**config.mk**
```make
export PLATFORM = sky130hd
export DESIGN_NAME = grid_port_arbiter
export DESIGN_NICKNAME = d
export VERILOG_FILES = /design/src/rtl/grid_port_arbiter_pkg.sv /design/src/rtl/grid_rd_tag_pipe.sv /design/src/rtl/grid_port_arbiter.sv
export SDC_FILE = /design/constraint.sdc
export NUM_CORES = 1
export LEC_CHECK = 0
export CAP_MARGIN = 40
export CORE_UTILIZATION = 40
export DETAILED_ROUTE_END_ITERATION = 8
export GPL_TIMING_DRIVEN = 1
export PLACE_DENSITY = 0.77
export SETUP_SLACK_MARGIN = 0.02
export SLEW_MARGIN = 15
export SYNTH_ARGS = -nofsm -noshare
export SYNTH_HDL_FRONTEND = slang
export SYNTH_SLANG_ARGS = --single-unit
```
**constraint.sdc**
```tcl
create_clock -name clock -period 1.44 [get_ports clock]
set_input_delay 0.288 -clock clock [delete_from_list [all_inputs] [get_ports clock]]
set_output_delay 0.288 -clock clock [all_outputs]
set_load 0.005 [all_outputs]
```
**src/rtl/grid_port_arbiter_pkg.sv**
```systemverilog
// Shared types and constants for the map grid read-port arbiter.
// Cell codes, requester IDs, grid dimensions and the return-path tag.
package grid_port_arbiter_pkg;

    localparam int CELL_W = 3;
    localparam int X_W    = 6;
    localparam int Y_W    = 5;
    localparam int ADDR_W = X_W + Y_W;

    localparam int GRID_W_DFLT = 64;
    localparam int GRID_H_DFLT = 32;

    localparam logic [CELL_W-1:0] EMPTY = 3'b000;
    localparam logic [CELL_W-1:0] WALL  = 3'b001;

    localparam logic REQ_PLAYER = 1'b0;
    localparam logic REQ_RAY    = 1'b1;

    // One in-flight read: who asked, and whether it was answered locally
    typedef struct packed {
        logic valid;
        logic owner;
        logic oob;
    } rd_tag_t;

    // Unsigned bounds check at port width against the map dimensions
    function automatic logic in_grid(
        input logic [X_W-1:0] x,
        input logic [Y_W-1:0] y,
        input int             w,
        input int             h
    );
        return (32'(x) < 32'(w)) && (32'(y) < 32'(h));
    endfunction

endpackage

```
**src/rtl/grid_rd_tag_pipe.sv**
```systemverilog
// Fixed-depth shift register carrying read tags alongside the memory.
// Async clear drops every in-flight read.
module grid_rd_tag_pipe
    import grid_port_arbiter_pkg::*;
#(
    parameter int DEPTH = 1
) (
    input  logic    clock,
    input  logic    reset,
    input  rd_tag_t tag_in,
    output rd_tag_t tag_out
);

    rd_tag_t stage_q [DEPTH];
    rd_tag_t stage_d [DEPTH];

    // Next stage contents: new tag enters, the rest move one step on
    always_comb begin
        stage_d[0] = tag_in;
        for (int i = 1; i < DEPTH; i++) begin
            stage_d[i] = stage_q[i-1];
        end
    end

    // Stage registers, cleared asynchronously
    always_ff @(posedge clock or negedge reset) begin
        if (!reset) begin
            for (int i = 0; i < DEPTH; i++) begin
                stage_q[i] <= '0;
            end
        end else begin
            for (int i = 0; i < DEPTH; i++) begin
                stage_q[i] <= stage_d[i];
            end
        end
    end

    assign tag_out = stage_q[DEPTH-1];

endmodule

```
**src/rtl/grid_port_arbiter.sv**
```systemverilog
// Round-robin sharing of the grid memory read port between the player
// logic and the raycaster, with local wall answers for off-map cells.
module grid_port_arbiter
    import grid_port_arbiter_pkg::*;
#(
    parameter int                GRID_W   = GRID_W_DFLT,
    parameter int                GRID_H   = GRID_H_DFLT,
    parameter int                READ_LAT = 1,
    parameter logic [CELL_W-1:0] OOB_CODE = WALL
) (
    input  logic              clock,
    input  logic              reset,
    input  logic              req0,
    input  logic [X_W-1:0]    x0,
    input  logic [Y_W-1:0]    y0,
    output logic              gnt0,
    output logic              rvalid0,
    output logic [CELL_W-1:0] data0,
    input  logic              req1,
    input  logic [X_W-1:0]    x1,
    input  logic [Y_W-1:0]    y1,
    output logic              gnt1,
    output logic              rvalid1,
    output logic [CELL_W-1:0] data1,
    output logic [ADDR_W-1:0] mem_addr,
    output logic              mem_rd,
    input  logic [CELL_W-1:0] mem_data
);

    logic              last_q, last_d;
    logic              gnt0_q, gnt0_d;
    logic              gnt1_q, gnt1_d;
    logic              mem_rd_q, mem_rd_d;
    logic [ADDR_W-1:0] mem_addr_q, mem_addr_d;
    rd_tag_t           tag_q, tag_d;
    logic [CELL_W-1:0] data0_q, data0_d;
    logic [CELL_W-1:0] data1_q, data1_d;

    logic              pick_any;
    logic              pick_own;
    logic [X_W-1:0]    sel_x;
    logic [Y_W-1:0]    sel_y;
    logic              sel_oob;

    rd_tag_t           tag_out;
    logic [CELL_W-1:0] ret_data;
    logic              rv0;
    logic              rv1;

    // Pick this cycle's winner and build the registered grant/strobe
    always_comb begin
        pick_any = req0 | req1;
        pick_own = (req0 & req1) ? ~last_q : req1;
        sel_x    = (pick_own == REQ_RAY) ? x1 : x0;
        sel_y    = (pick_own == REQ_RAY) ? y1 : y0;
        sel_oob  = !in_grid(sel_x, sel_y, GRID_W, GRID_H);

        gnt0_d     = pick_any & (pick_own == REQ_PLAYER);
        gnt1_d     = pick_any & (pick_own == REQ_RAY);
        mem_rd_d   = pick_any & ~sel_oob;
        mem_addr_d = mem_addr_q;
        if (mem_rd_d) begin
            mem_addr_d = {sel_y, sel_x};
        end
        last_d = pick_any ? pick_own : last_q;

        tag_d.valid = pick_any;
        tag_d.owner = pick_own;
        tag_d.oob   = sel_oob;
    end

    // Grant-cycle registers; pointer starts at 1 so player wins first tie
    always_ff @(posedge clock or negedge reset) begin
        if (!reset) begin
            last_q     <= 1'b1;
            gnt0_q     <= 1'b0;
            gnt1_q     <= 1'b0;
            mem_rd_q   <= 1'b0;
            mem_addr_q <= '0;
            tag_q      <= '0;
        end else begin
            last_q     <= last_d;
            gnt0_q     <= gnt0_d;
            gnt1_q     <= gnt1_d;
            mem_rd_q   <= mem_rd_d;
            mem_addr_q <= mem_addr_d;
            tag_q      <= tag_d;
        end
    end

    // Tag leaves the pipe in the same cycle the memory data appears
    grid_rd_tag_pipe #(
        .DEPTH (READ_LAT)
    ) u_tag_pipe (
        .clock   (clock),
        .reset   (reset),
        .tag_in  (tag_q),
        .tag_out (tag_out)
    );

    // Steer returning data to its owner, holding the last value otherwise
    always_comb begin
        ret_data = tag_out.oob ? OOB_CODE : mem_data;
        rv0      = tag_out.valid & (tag_out.owner == REQ_PLAYER);
        rv1      = tag_out.valid & (tag_out.owner == REQ_RAY);
        data0_d  = rv0 ? ret_data : data0_q;
        data1_d  = rv1 ? ret_data : data1_q;
    end

    // Per-requester data hold registers
    always_ff @(posedge clock or negedge reset) begin
        if (!reset) begin
            data0_q <= '0;
            data1_q <= '0;
        end else begin
            data0_q <= data0_d;
            data1_q <= data1_d;
        end
    end

    assign gnt0     = gnt0_q;
    assign gnt1     = gnt1_q;
    assign mem_rd   = mem_rd_q;
    assign mem_addr = mem_addr_q;
    assign rvalid0  = rv0;
    assign rvalid1  = rv1;
    assign data0    = data0_d;
    assign data1    = data1_d;

endmodule

```
# Word-level counts from Yosys, hierarchy flattened
# Index checks and enable logic that the tools add are counted.
[word_totals] word_cells=24 regBits=24 out_inout_bits=22 inputBits=29
[op_classes] n_bitwise=9 muxes=5
[op_table] op="$mux W3" n=2
[op_table] op="$mux W6" n=1
[op_table] op="$and A1 B1 Y1" n=5
[op_table] op="$mux W5" n=1
[op_table] op="$not A1 Y1" n=3
[op_table] op="$mux W1" n=1
[op_table] op="$or A1 B1 Y1" n=1

# Logic depth before layout (Yosys ltp)
# Gate-level depths: netlist of run 1.
[depth] depth_word=4 depth_mapped=5 mapped_depth_nobuf=3

# Modules after synthesis
# Synthesis of run 1 repeated with hierarchy kept, for this count alone.
[hier_totals] hier_cells=104 hier_area_um2=1132.3
[by_module_without_submodules] mod="grid_port_arbiter" instances=1 seq_area_each_um2=551.8 area_per_inst_um2=1057.3 cells_per_inst=101
[by_module_without_submodules] mod="grid_rd_tag_pipe" instances=1 seq_area_each_um2=75.1 area_per_inst_um2=75.1 cells_per_inst=3

# Least setup slack after synthesis of run 1
# OpenSTA, ideal clock, no wires.
[synth_timing] path_type="reg-to-output" from="register u_tag_pipe.stage_q, in the netlist u_tag_pipe.tag_out[1]" to="output port data0[0]" arrival_time_ns=0.921 setup_slack_ns=0.231 path_stages_with_launch=3 path_cell_list="dfrtp_1 -> nor2b_2 -> mux2_2"
[synth_between] elab_chain_cells=3
[synth_rtl] element="start, declared" line_no="grid_rd_tag_pipe.sv:14" text="rd_tag_t stage_q [DEPTH];"
[synth_rtl] element="start signal, assigned by index" line_no="grid_rd_tag_pipe.sv:33" text="stage_q[i] <= stage_d[i];"
[synth_rtl] element="$not A1 Y1" line_no="grid_port_arbiter.sv:104" text="rv0 = tag_out.valid & (tag_out.owner == REQ_PLAYER);"
[synth_rtl] element="$and A1 B1 Y1" line_no="grid_port_arbiter.sv:104"
[synth_rtl] element="named net rvalid0" line_no="grid_port_arbiter.sv:17" text="output logic rvalid0,"
[synth_rtl] element="$mux W3" line_no="grid_port_arbiter.sv:106" text="data0_d = rv0 ? ret_data : data0_q;"
[synth_rtl] element="end, declared" line_no="grid_port_arbiter.sv:18" text="output logic [CELL_W-1:0] data0,"
# The timed path passes the listed nets, and every way through them passes these cells.

# Worst setup path after layout of run 1
[layout_timing] from="register u_tag_pipe.stage_q, in the netlist u_tag_pipe.tag_out[1]" to="output port data0[2]"
[layout_between] elab_chain_cells=3
[layout_rtl] element="$not A1 Y1" line_no="grid_port_arbiter.sv:104"
[layout_rtl] element="$and A1 B1 Y1" line_no="grid_port_arbiter.sv:104"
[layout_rtl] element="$mux W3" line_no="grid_port_arbiter.sv:106"
# No other way between the ends.

==> results of run 1 <==
-- power by group through the flow --
stage               Clock, mW  Sequential, mW  Combinational [mW]
floorplan                   0           0.815               0.189
global placement            0           0.814               0.473
detailed placement          0           0.815               0.490
CTS                     0.363           0.806               0.525
global route            0.381           0.818               0.576
finish                  0.346           0.806               0.533
-- worst max-delay path: cells and delay by family (launching register included) --
kind	cells	cell delay (ns)
AND/OR/NAND/NOR	1	0.17
flip-flops	1	0.43
multiplexers	1	0.30
buffers and inverters	2	0.24
-- synthesized netlist by cell type --
cell type / n
o21ai_1: 8
a31oi_1: 11
mux2_2: 6
a21boi_0: 1
or2_2: 1
nand2_1: 1
and3_1: 11
dfstp_2: 1
mux2i_1: 11
and2_1: 2
buf_6: 3
buf_2: 3
o21ai_0: 3
dfrtp_1: 23
clkbuf_2: 1
buf_8: 1
inv_1: 2
o21a_1: 1
nand2_2: 1
nor2b_2: 1
-- final cells by class --
type	count	area share [%]
Clock buffer	4	2.04
Inverter	2	0.423
Multi-Input combinational cell	58	25.5
Sequential cell	24	33.9
Tap cell	30	2.11
Timing Repair Buffer	67	36.0
-- flip-flops by register name, summed over array words and instances, names as in the netlist --
register            flops
data1_q                 3
u_tag_pipe.tag_out      2
mem_addr               11
tag_q                   2
gnt1                    1
gnt0                    1
data0_q                 3
last_q                  1
-- worst max path at each step --
stage,endpoint,cells after the start
CTS,data0[2],4
detailed placement,data0[2],3
floorplan,data0[0],2
global placement,data0[2],3
global route,data0[2],4
finish,data0[2],4
-- per-layer routing --
metal  part of all wire (%)  vias to the layer above  wire, µm  global-route usage (%)
met2                     50                       53      1300                    35.4
met4                    1.5                        0        38                    7.69
met3                    9.2                        5       241                    4.17
met1                     40                      460      1040                    19.4
li1                       -                      459         -                       -
met5                      0                        -         0                       0
-- cells by family (layout without fill, tap and decap cells) --
family	count (synthesis)	count (layout)
AND/OR/NAND/NOR	17	17
multiplexers	17	17
AO/OA/AOI/OAI	24	24
flip-flops	24	24
buffers and inverters	10	73
-- metrics by stage --
stage                     TNS [ns]  utilization [%]  std cells
after CTS                    -1.63             69.1        184
after detailed placement     -4.02             64.4        173
final                        -1.60             69.8        185
after global placement       -3.51             64.4        173
after global routing         -2.16             69.8        185
after floorplan                  0                -         92
-- repair_timing --
action                                  CTS  global route
pin swaps                                 1             1
hold buffers                              0             0
setup buffers                             7             1
cloned                                    0             0
hold endpoints to repair                  0             0
endpoints found under the setup margin   22             8
resized for setup                        63             4
==> flow_metrics.tcl, run 1 <==
set metrics [dict create \
    multi_input_area_um2 453 \
    rows 18 \
    power.total_mw 1.68 \
    intPower_mw 1.25 \
    violations "negative setup slack" \
    min_period_over_period_pct 121 \
    hold_ws_ns 0.270 \
    start_util_pct 43.3 \
    synth-warning-count 0 \
    synth_cells 92 \
    hold_viol_final 0 \
    synth_nets 121 \
    drtIter0Drc 9 \
    grt_usage_pct 18.6 \
    power_leakage_nw 0.866 \
    ys_seq_area_share_pct 54.7 \
    switching_share_pct 25.6 \
    crit_path_max_fanout 3 \
    syn_area_um2 1100 \
    area_growth_syn_to_layout_pct 61.2 \
    synth_compound_area_share_pct 12.6 \
    yosys.area_share.simple_pct 9.66 \
    die-area_um2 2970 \
    crit_chain "nor2b_4, buf_6, mux2_4, buf_6" \
    antenna_found_initial 0 \
    ff2ff_setup_slack_ns 0.24 \
    yosysTopAreaCell "dfrtp_1" \
    slew_violations 0 \
    clockRootBuffer "clkbuf_4" \
    cts_tree "built" \
    avgSynthCellArea_um2 12.0 \
    critPathRequiredTime_ns 1.15 \
    ys_types 20 \
    dpl_worst_slack_ns -0.288 \
    grt_start_max_net_pins 17 \
    die_h_um 54.5 \
    final_nets 185 \
    vdd_drop_max_mv 0.737 \
    post-route-min-period_ns 1.74 \
    io_pins 51 \
    core_um2 2540 \
    setup_violations 8 \
    overflow 0 \
    fillCellCount 188 \
    muxShareOfSynthArea_pct 16.1 \
    reg2regPathDepth 3 \
    critPathMaxStageDelay_ns 0.43 \
    cts_buffer_depth 2 \
    clockPowerShare_pct 20.5 \
    vias_per_cell 5.28 \
    slowest_stage "dfrtp_1" \
    rsz0062_at_grt "yes" \
    power_frac_seq_pct 47.8 \
    slew_headroom_pct 79.7 \
    final_common_cell "clkdlybuf4s50_1" \
    placed_cell_area_um2 1640 \
    final_area_um2 1780 \
    hpwl_um 1850 \
    combPwrFrac_pct 31.6 \
    ys_seq_elements 24 \
    tightestPinTransition_ns 0.303 \
    power.switching_mw 0.431 \
    final.setup_skew_ns 0.00543 \
    drive_gt1_share_pct 26.5 \
    r2r-start "last_q" \
    grt_pass1_vias 945 \
    cp-end-kind "output pin" \
    grt_pass1_wl_um 3850 \
    clkLatencyLatePin_ns 0.31 \
    cp_common_cell "buf_6" \
    drc 0 \
    powerDensity_nw_per_um2 949 \
    wl_um 2620 \
    dr.pass1.iters 4 \
    clk_pin_slew_ns 0.12 \
    hp-class "primary input to asynchronous set/reset pin" \
    postRouteAntennaNets 0 \
    r2r_end "mem_addr[1]" \
    htreeDepth 1 \
    port_buffers 50 \
    n_antenna_cell 0 \
    synthTopCellsByArea "dfrtp_1, mux2i_1, a31oi_1" \
    final_cell_mix "clkdlybuf4s50_1, dfrtp_1, dlygate4sd2_1" \
    synth_top_family_by_area "multiplexers" \
    drv_cap 0 \
    synth-xor-area-share_pct 0 \
    register_area_um2 602 \
    wire_per_inst_um 14.2 \
    vias 977 \
    crit_path_start "u_tag_pipe.tag_out[1]" \
    startpoint_type "flip-flop" \
    synth_top_area_share_pct 52.3 \
    run_status "finished, violations left" \
    max_clock_freq_ghz 0.576 \
    cts_made_buffers 3 \
    fin_ws_ns -0.295 \
    worstSetupPathType "flip-flop to output pin" \
    gp_congestion 0.730 \
    cts_num_sinks 24 \
    cp_data_arrival_time_ns 1.45 \
    die_w_um 54.5 \
    synthAdderAreaFrac_pct 0 \
]
Power figures use the tool's default switching activity.
==> run 2, diff against run 1 <==
ABC_AREA = 1   (was not set)
CORE_UTILIZATION = 39   (was 40)
PLACE_DENSITY = 0.76   (was 0.77)
==> run 2 against run 1 <==
  * The run still ends with negative setup slack left
  * Largest power group unchanged
  * Utilization up 2.5 points
  * Cell area up 2.7%
  * Highest routed layer unchanged
  * Critical path depth unchanged
  * Synthesized area down 4.3%
  * Clock-buffer cell count down 1
  * Cell count up 25%
  * Setup slack better by 0.051 ns
==> flow_metrics.tcl, run 2 <==
set metrics [dict create \
    cts_buffer_depth 2 \
    cp_data_arrival_time_ns 1.40 \
    grt_pass1_wl_um 4320 \
    synthArstFlopShare_pct 100 \
    synth_ff_type "dfrtp_1" \
    slew_headroom_pct 81.0 \
    clkLatencyLatePin_ns 0.31 \
    synth_enable_flop_cells 0 \
    gp_congestion 0.694 \
    htreeDepth 1 \
    io_pins 51 \
    violations "negative setup slack" \
    vias 1059 \
    cts_num_sinks 24 \
    grt_usage_pct 21.5 \
    slew_violations 0 \
    finalSetupTns_ns -1.56 \
    grt_start_max_net_pins 15 \
    setup_violations 8 \
    core_um2 2520 \
    synth_top_area_share_pct 54.6 \
    placed_cell_area_um2 1640 \
    synth_cells 125 \
    cts_made_buffers 3 \
    start_util_pct 41.8 \
    n_antenna_cell 0 \
    grt_pass1_vias 1045 \
    die_w_um 54.0 \
    final_common_cell "nand2_1" \
    dr.pass1.iters 4 \
    die_h_um 54.0 \
    synth_nets 154 \
    final_area_um2 1820 \
    startpoint_type "flip-flop" \
    vias_per_cell 4.56 \
    ys_seq_elements 24 \
    wl_um 2860 \
    port_buffers 50 \
    overflow 0 \
    cts_tree "built" \
    avgSynthCellArea_um2 8.43 \
    layout.cells.non_filler 232 \
    post-route-min-period_ns 1.68 \
    wire_per_inst_um 12.3 \
    yosysMostFrequentCell "nand2_1" \
    synth-warning-count 0 \
    critPathRequiredTime_ns 1.15 \
    hold_viol_final 0 \
    hpwl_um 2010 \
    crit_path_max_fanout 7 \
    final_cell_mix "nand2_1, clkdlybuf4s50_1, buf_4" \
    largest_register_ffs 11 \
    drtIter0Drc 16 \
    synthTopCellsByArea "dfrtp_1, nand2_1, nand3_1" \
    postRouteAntennaNets 0 \
    ys_seq_area_share_pct 57.1 \
    vdd_drop_max_mv 0.664 \
    fin_ws_ns -0.245 \
    syn_area_um2 1050 \
    drv_cap 0 \
    clockRootBuffer "clkbuf_4" \
    area_growth_syn_to_layout_pct 73.0 \
    cp-end-kind "output pin" \
    final.setup_skew_ns 0.00408 \
    antenna_found_initial 0 \
    dpl.cell_count 212 \
    clk_pin_slew_ns 0.13 \
    synth_common_cells "nand2_1, dfrtp_1, nand3_1" \
    power_leakage_nw 0.980 \
    powerDensity_nw_per_um2 957 \
    drive_gt1_share_pct 27.2 \
    ys_types 15 \
    hp-class "primary input to asynchronous set/reset pin" \
    final_nets 232 \
    die-area_um2 2910 \
    yosysTopAreaCell "dfrtp_1" \
    rows 18 \
    drc 0 \
    rsz0062_at_grt "yes" \
    min_period_over_period_pct 117 \
    max_clock_freq_ghz 0.594 \
    worstSetupPathType "flip-flop to output pin" \
    run_status "finished, violations left" \
    tightestPinTransition_ns 0.285 \
    hold_ws_ns 0.209 \
]
-- run 2: cell type report --
| type | count | area, µm² |
|---|---|---|
| Inverter | 20 | 75.1 |
| Sequential cell | 24 | 602 |
| Clock buffer | 3 | 22.5 |
| Multi-Input combinational cell | 75 | 377 |
| Tap cell | 30 | 37.5 |
| Clock inverter | 1 | 30.0 |
| Timing Repair Buffer | 79 | 679 |
| Fill cell | 220 | 699 |
-- run 2: per-layer routing --
layer	part of all wire (%)	routed length [µm]	up-vias	track usage [%]
met5	0	0	-	0
met4	0.60	17	0	7.26
met3	7.0	200	2	2.82
met2	54	1550	42	44.0
met1	38	1090	481	21.6
li1	-	-	534	-
-- run 2: path summary, 6_finish.rpt --
check	start	end	slack, ns	depth (start not counted)
min in group clock	tag_q[1]	u_tag_pipe.tag_out[1]	0.38	0
max reg2reg	u_tag_pipe.tag_out[1]	data0_q[1]	0.27	5
min reg2reg	tag_q[1]	u_tag_pipe.tag_out[1]	0.38	0
min	reset	gnt0	0.21	1
max	u_tag_pipe.tag_out[1]	data0[0]	-0.24	4
max in group asynchronous	reset	data1_q[2]	0.83	2
-- run 2: cells by family (layout without fill, tap and decap cells) --
family | count (synthesis) | after routing | synth area share, %
AO/OA/AOI/OAI | 6 | 6 | 2.85
buffers and inverters | 26 | 103 | 11.6
flip-flops | 24 | 24 | 57.1
AND/OR/NAND/NOR | 69 | 69 | 28.4
-- run 2: per-stage QoR --
stage               utilization (%)  worst slack, ns  total power, mW
global placement               65.1           -0.464             1.21
detailed placement             65.1           -0.508             1.23
finish                         72.3           -0.245             1.74
CTS                            72.0           -0.241             1.75
floorplan                         -            0.238            0.933
global route                   72.3           -0.298             1.83
-- run 2: power breakdown --
part	internal, mW	leakage [nW]	total [mW]	switching, mW
Sequential	0.750	0.284	0.784	0.0341
Combinational	0.278	0.668	0.484	0.206
Clock	0.281	0.0279	0.476	0.195
-- run 2: repair_timing --
action	in CTS	in global routing
setup buffers	16	0
setup endpoints to repair	22	8
hold buffers	0	0
pin swaps	5	3
resized for setup	64	1
endpoints found under the hold margin	0	0
-- run 2: critical path, stage by stage, from the launching register on --
cell	delay (ns)
dfrtp_1	0.41
or2_4	0.30
buf_6	0.13
o21ai_4	0.12
buf_2	0.13
